### config.mk
export PLATFORM = sky130hd
export DESIGN_NAME = smc_float_accumulator_flat
export DESIGN_NICKNAME = d
export VERILOG_FILES = /design/src/rtl/smc_float_accumulator_if.sv /design/src/rtl/smc_float_accumulator.sv /design/src/flat_wrapper.sv
export SDC_FILE = /design/constraint.sdc
export NUM_CORES = 1
export LEC_CHECK = 0
export ABC_AREA = 1
export BUFFER_PORTS_ARGS = -buffer_cell sky130_fd_sc_hd__buf_4
export CELL_PAD_IN_SITES_DETAIL_PLACEMENT = 0
export CELL_PAD_IN_SITES_GLOBAL_PLACEMENT = 1
export CORE_MARGIN = 5
export CORE_UTILIZATION = 48
export CTS_CLUSTER_SIZE = 12
export DETAILED_ROUTE_END_ITERATION = 6
export PLACE_DENSITY = 0.94
export SYNTH_ARGS = -nofsm -noshare
export SYNTH_HDL_FRONTEND = slang
export SYNTH_SLANG_ARGS = --single-unit
### constraint.sdc
create_clock -name Clock -period 6.2 [get_ports Clock]
set_input_delay 0.93 -clock Clock [delete_from_list [all_inputs] [get_ports Clock]]
set_output_delay 0.93 -clock Clock [all_outputs]
set_load 0.02 [all_outputs]
### src/rtl/smc_float_accumulator_if.sv
// Sample/result bundle between the float converter,
// the accumulator and its consumer.
interface smc_float_accumulator_if;
  logic [31:0] x_i;
  logic        srdyi_i;
  logic [31:0] y_o;
  logic        srdyo_o;
  logic        busy_o;
  logic        drop_o;

  modport master (
    output x_i,
    output srdyi_i,
    input  y_o,
    input  srdyo_o,
    input  busy_o,
    input  drop_o
  );

  modport slave (
    input  x_i,
    input  srdyi_i,
    output y_o,
    output srdyo_o,
    output busy_o,
    output drop_o
  );
endinterface

### src/rtl/smc_float_accumulator.sv
// Sums N_SAMPLES single-precision words with a
// 3-cycle align/add/normalise datapath.
module smc_float_accumulator #(
  parameter int N_SAMPLES = 4,
  parameter int CNT_W     = 3
) (
  input  logic                   Clock,
  input  logic                   GlobalReset,
  smc_float_accumulator_if.slave bus
);

  localparam logic [1:0] S_IDLE  = 2'd0;
  localparam logic [1:0] S_ALIGN = 2'd1;
  localparam logic [1:0] S_ADD   = 2'd2;
  localparam logic [1:0] S_NORM  = 2'd3;

  localparam logic [CNT_W-1:0] LAST =
    CNT_W'(N_SAMPLES - 1);

  logic [1:0]       state;
  logic [31:0]      acc;
  logic [31:0]      xr;
  logic [31:0]      y_q;
  logic             srdyo_q;
  logic             drop_q;
  logic [CNT_W-1:0] cnt;

  logic             big_s;
  logic             sml_s;
  logic [7:0]       big_e;
  logic [23:0]      big_m;
  logic [23:0]      sml_m;
  logic [24:0]      mag;

  // {sign, exp, mantissa-with-hidden-bit}
  function automatic logic [32:0] dec(
    input logic [31:0] f
  );
    logic [32:0] r;
    if (f[30:23] == 8'd0)
      r = {f[31], 8'd0, 24'd0};
    else if (f[30:23] == 8'hFF)
      r = {f[31], 8'd254, 24'hFFFFFF};
    else
      r = {f[31], f[30:23], 1'b1, f[22:0]};
    return r;
  endfunction

  logic [32:0] da;
  logic [32:0] dx;
  logic [32:0] bo;
  logic [32:0] so;
  logic [7:0]  diff;
  logic [23:0] sml_al;

  // {exp,mant} compare orders magnitudes, mantissa breaks ties
  always_comb begin
    da   = dec(acc);
    dx   = dec(xr);
    bo   = (da[31:0] >= dx[31:0]) ? da : dx;
    so   = (da[31:0] >= dx[31:0]) ? dx : da;
    diff = bo[31:24] - so[31:24];
    if (so[23:0] == 24'd0 || diff > 8'd24)
      sml_al = 24'd0;
    else
      sml_al = so[23:0] >> diff;
  end

  logic [24:0] add_mag;

  always_comb begin
    if (big_s == sml_s)
      add_mag = {1'b0, big_m} + {1'b0, sml_m};
    else
      add_mag = {1'b0, big_m} - {1'b0, sml_m};
  end

  logic [4:0]        lz;
  logic              found;
  logic [23:0]       nm;
  logic signed [9:0] ne;
  logic [31:0]       res;

  always_comb begin
    lz    = 5'd0;
    found = 1'b0;
    for (int i = 23; i >= 0; i--) begin
      if (!found && mag[i]) begin
        lz    = 5'(23 - i);
        found = 1'b1;
      end
    end
    if (mag[24]) begin
      nm = mag[24:1];
      ne = $signed({2'b00, big_e}) + 10'sd1;
    end else begin
      nm = mag[23:0] << lz;
      ne = $signed({2'b00, big_e})
         - $signed({5'd0, lz});
    end
    if (mag == 25'd0 || ne <= 10'sd0)
      res = 32'd0;
    else if (ne >= 10'sd255)
      res = {big_s, 31'h7F7FFFFF};
    else
      res = {big_s, ne[7:0], nm[22:0]};
  end

  always_ff @(posedge Clock) begin
    if (GlobalReset) begin
      state   <= S_IDLE;
      acc     <= 32'd0;
      xr      <= 32'd0;
      y_q     <= 32'd0;
      srdyo_q <= 1'b0;
      drop_q  <= 1'b0;
      cnt     <= '0;
      big_s   <= 1'b0;
      sml_s   <= 1'b0;
      big_e   <= 8'd0;
      big_m   <= 24'd0;
      sml_m   <= 24'd0;
      mag     <= 25'd0;
    end else begin
      srdyo_q <= 1'b0;
      unique case (state)
        S_IDLE: begin
          if (bus.srdyi_i) begin
            xr    <= bus.x_i;
            state <= S_ALIGN;
          end
        end
        S_ALIGN: begin
          big_s <= bo[32];
          big_e <= bo[31:24];
          big_m <= bo[23:0];
          sml_s <= so[32];
          sml_m <= sml_al;
          state <= S_ADD;
          if (bus.srdyi_i) drop_q <= 1'b1;
        end
        S_ADD: begin
          mag   <= add_mag;
          state <= S_NORM;
          if (bus.srdyi_i) drop_q <= 1'b1;
        end
        S_NORM: begin
          if (cnt == LAST) begin
            y_q     <= res;
            srdyo_q <= 1'b1;
            acc     <= 32'd0;
            cnt     <= '0;
          end else begin
            acc <= res;
            cnt <= cnt + 1'b1;
          end
          // the accumulator is written this edge,
          // so a back-to-back sample sees the new sum
          if (bus.srdyi_i) begin
            xr    <= bus.x_i;
            state <= S_ALIGN;
          end else begin
            state <= S_IDLE;
          end
        end
        default: state <= S_IDLE;
      endcase
    end
  end

  assign bus.y_o     = y_q;
  assign bus.srdyo_o = srdyo_q;
  assign bus.busy_o  = (state != S_IDLE);
  assign bus.drop_o  = drop_q;

endmodule
### src/flat_wrapper.sv
// flat-port wrapper written by rule: the top's interface ports become plain ports
module smc_float_accumulator_flat 
#(
  parameter int N_SAMPLES = 4,
  parameter int CNT_W     = 3
)
  (Clock, GlobalReset, bus_x_i, bus_srdyi_i, bus_y_o, bus_srdyo_o, bus_busy_o, bus_drop_o);
  smc_float_accumulator_if bus_i ();
  input  logic Clock;
  input  logic GlobalReset;
  input wire logic [$bits(bus_i.x_i)-1:0] bus_x_i;
  input wire logic [$bits(bus_i.srdyi_i)-1:0] bus_srdyi_i;
  output wire logic [$bits(bus_i.y_o)-1:0] bus_y_o;
  output wire logic [$bits(bus_i.srdyo_o)-1:0] bus_srdyo_o;
  output wire logic [$bits(bus_i.busy_o)-1:0] bus_busy_o;
  output wire logic [$bits(bus_i.drop_o)-1:0] bus_drop_o;
  assign bus_i.x_i = bus_x_i;
  assign bus_i.srdyi_i = bus_srdyi_i;
  assign bus_y_o = bus_i.y_o;
  assign bus_srdyo_o = bus_i.srdyo_o;
  assign bus_busy_o = bus_i.busy_o;
  assign bus_drop_o = bus_i.drop_o;
  smc_float_accumulator #(.N_SAMPLES(N_SAMPLES), .CNT_W(CNT_W)) u_core (.Clock(Clock), .GlobalReset(GlobalReset), .bus(bus_i));
endmodule
==> metrics.txt, run 1 <==
outcome finished, violations left; failing checks design-rule violations; most frequent cells in the layout 524 x nand2_1, 220 x a21oi_1, 211 x o21ai_0; Starting Density 0.4861; area of the multi-input gates 8544 sq um; Layout Cells excl Fill 2535; #FFs+latches synth 186; setup bufs post-CTS 0; placed cell count 2503; DR vias 14.49k; root buf cell clkbuf_16; final-report setup violation count 0; clock slew at reported path FFs 0.09 ns; initial antenna violation count 0; Crit. End Element register; total CTS buffers 17; CP startpoint u_core.mag[17]; Pre-antenna DRT Iters 7; number of global-route vias before repair 12.87k; Post-synth EDFFs 0; minimum clock period 5.521 ns; largest net degree at the start of global routing 90; final WL 44320 microns; H-tree depth 4; layout cell share with drive strength beyond 1 0.08067; Max Cap Viol 0; first-pass GRT wire length 70090 microns; Yosys warnings 0; worst r2r src u_core.mag[17]; n_diodes 0; WP data required 6.58 ns; HPWL Detailed 33760 microns; placed cell areas 14220 sq um; WS Path Type reg -> reg; CP max stage cell nor4_1; CP max FO 24; largest stage delay on the critical path 0.85 ns; crit path DAT 5.90 ns; Residual DRC 29; chip width 178.0 microns; Max-slew headroom 0.2430; clk sinks 186; die area 31670 sq um; clk_skew 0.01736 ns; initial drt markers 1599; Worst Tran Pin Value 1.125 ns; Final nets 2252; RSZ-0062 raised after global routing no; Synth-to-Final Area Change 9.544%; row count 61; Via density 5.716; Design Area, Final 14840 sq um; Synthesized Nets 2267; register area 3724 sq um; Worst-Skew Late Latency 0.46 ns; DRT antenna net count 0; Fillers 2779; synthesized cell area 13540 sq um; final period utilization 0.8904; most common cell after layout, fill and taps aside nand2_1; total global routing track utilization 0.2760; ys async rst share 0; crit start category register; Die H 178.0 microns; ys flop type dfxtp_1; RD Place Congestion 0.9928; register area share after synthesis 0.2749; Hold Path Class reg -> reg; hold buffers post-CTS 0; io pins 70; Synth Instances 2159; Yosys cell types 52; min-delay src u_core.cnt[2]; IO buf count 69; core area 27860 sq um; hold depth 2; synthesized area per cell 6.273 sq um; Peak Freq 0.1811 GHz; worst reg-to-reg path cell count 31; clk buf depth 2; Util after Layout 0.5325; Max Slew Vio Count 0; setup TNS 0 ns; Fin. Hold Viols 0; CTS tree yes; drt wl/cell 17.48 microns; post-CTS sizing 0; Overflow after GRT 0
==> through the flow <==
| stage | setup slack, ns | hold WS, ns |
|---|---|---|
| final | 0.6795 | 0.4429 |
| after global routing | 0.3469 | 0.4662 |
| after CTS | 0.8534 | 0.4433 |
| after global placement | 0.8487 | 0.4241 |
| after detailed placement | 0.8889 | 0.4293 |
| after floorplan | 1.898 | 0.4167 |
==> path summary, 6_finish.rpt <==
| check | endpoint | slack (ns) |
|---|---|---|
| setup / recovery | u_core.acc[26] | 0.68 |
| hold / removal | u_core.cnt[2] | 0.44 |
| setup reg to reg | u_core.acc[26] | 0.68 |
| hold reg to reg | u_core.cnt[2] | 0.44 |
==> kinds of logic after synthesis <==
kind of cell | count (synthesis) | share of synthesized area
AO/OA/AOI/OAI | 530 | 0.2141
XOR/XNOR | 49 | 0.03169
adder cells (fa/ha/maj) | 73 | 0.06855
buffers and inverters | 334 | 0.09544
flip-flops | 186 | 0.2749
AND/OR/NAND/NOR | 987 | 0.3153
==> area by class of cell <==
cell class,instances,share of cell area
multi-input combinational,1639,0.5759
inverter,206,0.05229
clock buffer,18,0.02960
timing repair buffer,94,0.04757
tap,378,0.03188
sequential,186,0.2510
clock inverter,14,0.01172
==> synthesized netlist by cell type, types with 2 or more instances <==
cell,count,area [sq um]
clkbuf_1,99,371.6
or2_1,5,31.28
ha_1,71,888.4
fa_1,2,40.04
a21oi_2,3,26.28
inv_1,187,701.9
o22ai_1,5,31.28
o41ai_1,2,17.52
buf_4,4,30.03
buf_1,13,48.80
nor3_2,2,20.02
nand3_2,2,20.02
o21a_1,4,30.03
o211ai_1,42,315.3
inv_2,13,48.80
nor2_1,153,574.3
o221ai_1,3,26.28
clkinv_1,5,18.77
nor2_2,3,18.77
a31oi_1,5,31.28
dfxtp_1,186,3724
nand2_1,524,1967
nor3_1,25,125.1
o21ai_1,8,40.04
buf_2,11,55.05
a21o_1,4,30.03
o21ai_0,211,1056
o31ai_1,8,60.06
nor4_1,5,31.28
o2111ai_1,2,17.52
nand4_1,46,287.8
xor2_1,32,280.3
nand2_2,13,81.33
xnor2_1,17,148.9
a21oi_1,220,1101
nand3_1,201,1006
o21bai_1,6,45.04
a211oi_1,3,22.52
==> flip-flops by register name (all words and copies together), names as in the netlist <==
register,flops
u_core.acc,32
u_core.bus.y_o,32
u_core.big_e,8
u_core.bus.drop_o,1
u_core.xr,32
u_core.cnt,3
u_core.big_m,24
u_core.bus.srdyo_o,1
u_core.state,2
u_core.sml_s,1
u_core.mag,25
u_core.sml_m,24
u_core.big_s,1
==> per-layer routing <==
layer | part of all wire | up-vias | track usage
met5 | 0 | - | 0
met2 | 0.43 | 620 | 0.4221
met4 | 0.044 | 0 | 0.1112
met1 | 0.46 | 6574 | 0.3953
li1 | - | 7200 | -
met3 | 0.071 | 96 | 0.03306
==> worst max-delay path, delay by kind of cell (launching register included) <==
kind	cells	cell delay, ns
fa+ha+maj	1	0.27
simple gates	18	2.98
flops	1	0.34
buf+inv	8	1.11
compound gates	4	0.74
Power of run 1 is not shown: default switching activity piles up to over one toggle a cycle in this logic, so the estimate is an artifact.
==> run 2, diff against run 1 <==
--- a/config.mk
+++ b/config.mk
@@ -10,10 +10,11 @@
 export CELL_PAD_IN_SITES_DETAIL_PLACEMENT = 0
 export CELL_PAD_IN_SITES_GLOBAL_PLACEMENT = 1
 export CORE_MARGIN = 5
-export CORE_UTILIZATION = 48
+export CORE_UTILIZATION = 49
+export CTS_BUF_LIST = sky130_fd_sc_hd__clkbuf_8
 export CTS_CLUSTER_SIZE = 12
 export DETAILED_ROUTE_END_ITERATION = 6
-export PLACE_DENSITY = 0.94
+export PLACE_DENSITY = 0.95
 export SYNTH_ARGS = -nofsm -noshare
 export SYNTH_HDL_FRONTEND = slang
 export SYNTH_SLANG_ARGS = --single-unit
==> metrics.txt, run 2 (same netlist as run 1, synthesis figures left out) <==
outcome finished, final reports clean; total CTS buffers 17; CTS tree yes; Worst-Skew Late Latency 0.49 ns; CP max stage cell nor4_1; crit start category register; Overflow after GRT 0; Max-slew headroom 0.2576; register area 3724 sq um; drt wl/cell 17.58 microns; clk buf depth 2; area of the multi-input gates 8544 sq um; Via density 5.689; Synth-to-Final Area Change 8.204%; DR vias 14.38k; final period utilization 0.8380; Starting Density 0.4997; most common cell after layout, fill and taps aside nand2_1; final-report setup violation count 0; Max Slew Vio Count 0; first-pass GRT wire length 69610 microns; Fin. Hold Viols 0; hold buffers post-CTS 0; Crit. End Element register; number of global-route vias before repair 12.76k; Residual DRC 0; setup TNS 0 ns; WS Path Type reg -> reg; Fillers 2770; Final nets 2252; RSZ-0062 raised after global routing no; final WL 44430 microns; minimum clock period 5.196 ns; setup bufs post-CTS 0; io pins 70; H-tree depth 4; clk_skew 0.02849 ns; Hold Path Class reg -> reg; n_diodes 0; HPWL Detailed 34180 microns; Pre-antenna DRT Iters 7; clk sinks 186; Peak Freq 0.1925 GHz; initial antenna violation count 0; clock slew at reported path FFs 0.11 ns; IO buf count 69; chip width 176.3 microns; post-CTS sizing 0; Worst Tran Pin Value 1.111 ns; core area 27100 sq um; initial drt markers 1361; RD Place Congestion 0.9729; Die H 176.3 microns; root buf cell clkbuf_8; Max Cap Viol 0; CP max FO 41; cell mode on critical path nor2_1; total global routing track utilization 0.2780; largest net degree at the start of global routing 90; crit path DAT 5.60 ns; largest stage delay on the critical path 0.47 ns; layout cell share with drive strength beyond 1 0.07978; most frequent cells in the layout 524 x nand2_1, 220 x a21oi_1, 211 x o21ai_0; DRT antenna net count 0; row count 60; die area 31060 sq um; WP data required 6.60 ns
run 2: cell types whose count changed in the layout (fill, tap and decap cells not counted), sizes merged:
cell      previous run  this run
clkbuf              18        17
bufinv               0         3
clkinvlp             0         1
clkinv              12         7
inv                208       209
run 2: per-layer routing:
| metal | vias up | GRT usage | share of wire |
|---|---|---|---|
| li1 | 7213 | - | - |
| met5 | - | 0 | 0 |
| met1 | 6499 | 0.3954 | 0.46 |
| met2 | 577 | 0.4337 | 0.44 |
| met3 | 93 | 0.02934 | 0.061 |
| met4 | 0 | 0.1075 | 0.039 |
run 2: worst paths after layout:
kind / from / endpoint / slack (ns) / cells past startpoint
hold reg to reg: u_core.cnt[2] / u_core.cnt[2] / 0.45 / 2
setup / recovery: u_core.mag[22] / u_core.acc[14] / 1.00 / 31
setup reg to reg: u_core.mag[22] / u_core.acc[14] / 1.00 / 31
hold / removal: u_core.cnt[2] / u_core.cnt[2] / 0.45 / 2
run 2: worst max-delay path, delay by kind of cell (launching register included):
family                     cells  cell delay, ns
buffers and inverters          8            1.30
AOI/OAI and AO/OA              3            0.41
DFF                            1            0.39
adders and majority gates      1            0.29
and+or+nand+nor               19            2.71
run 2: through the flow:
step	setup slack (ns)	instances	area [sq um]	util	hold WS, ns
5_1_grt	0.4707	2528	14650	0.5407	0.4864
6_report	1.004	2528	14650	0.5407	0.4469
2_1_floorplan	1.898	2159	13540	-	0.4167
4_1_cts	0.9721	2528	14650	0.5407	0.4535
3_5_place_dp	1.032	2497	14210	0.5245	0.4376
3_3_place_gp	1.030	2497	14210	0.5245	0.4249
run 2: final cells by class:
type,count,area share
clock buffers,17,0.01597
well taps,372,0.03176
repair buffers,94,0.04816
inverters,206,0.05294
clock inverters,14,0.01400
flip-flops and latches,186,0.2541
multi-input cells,1639,0.5831
Power of run 2 is left out for the same reason.
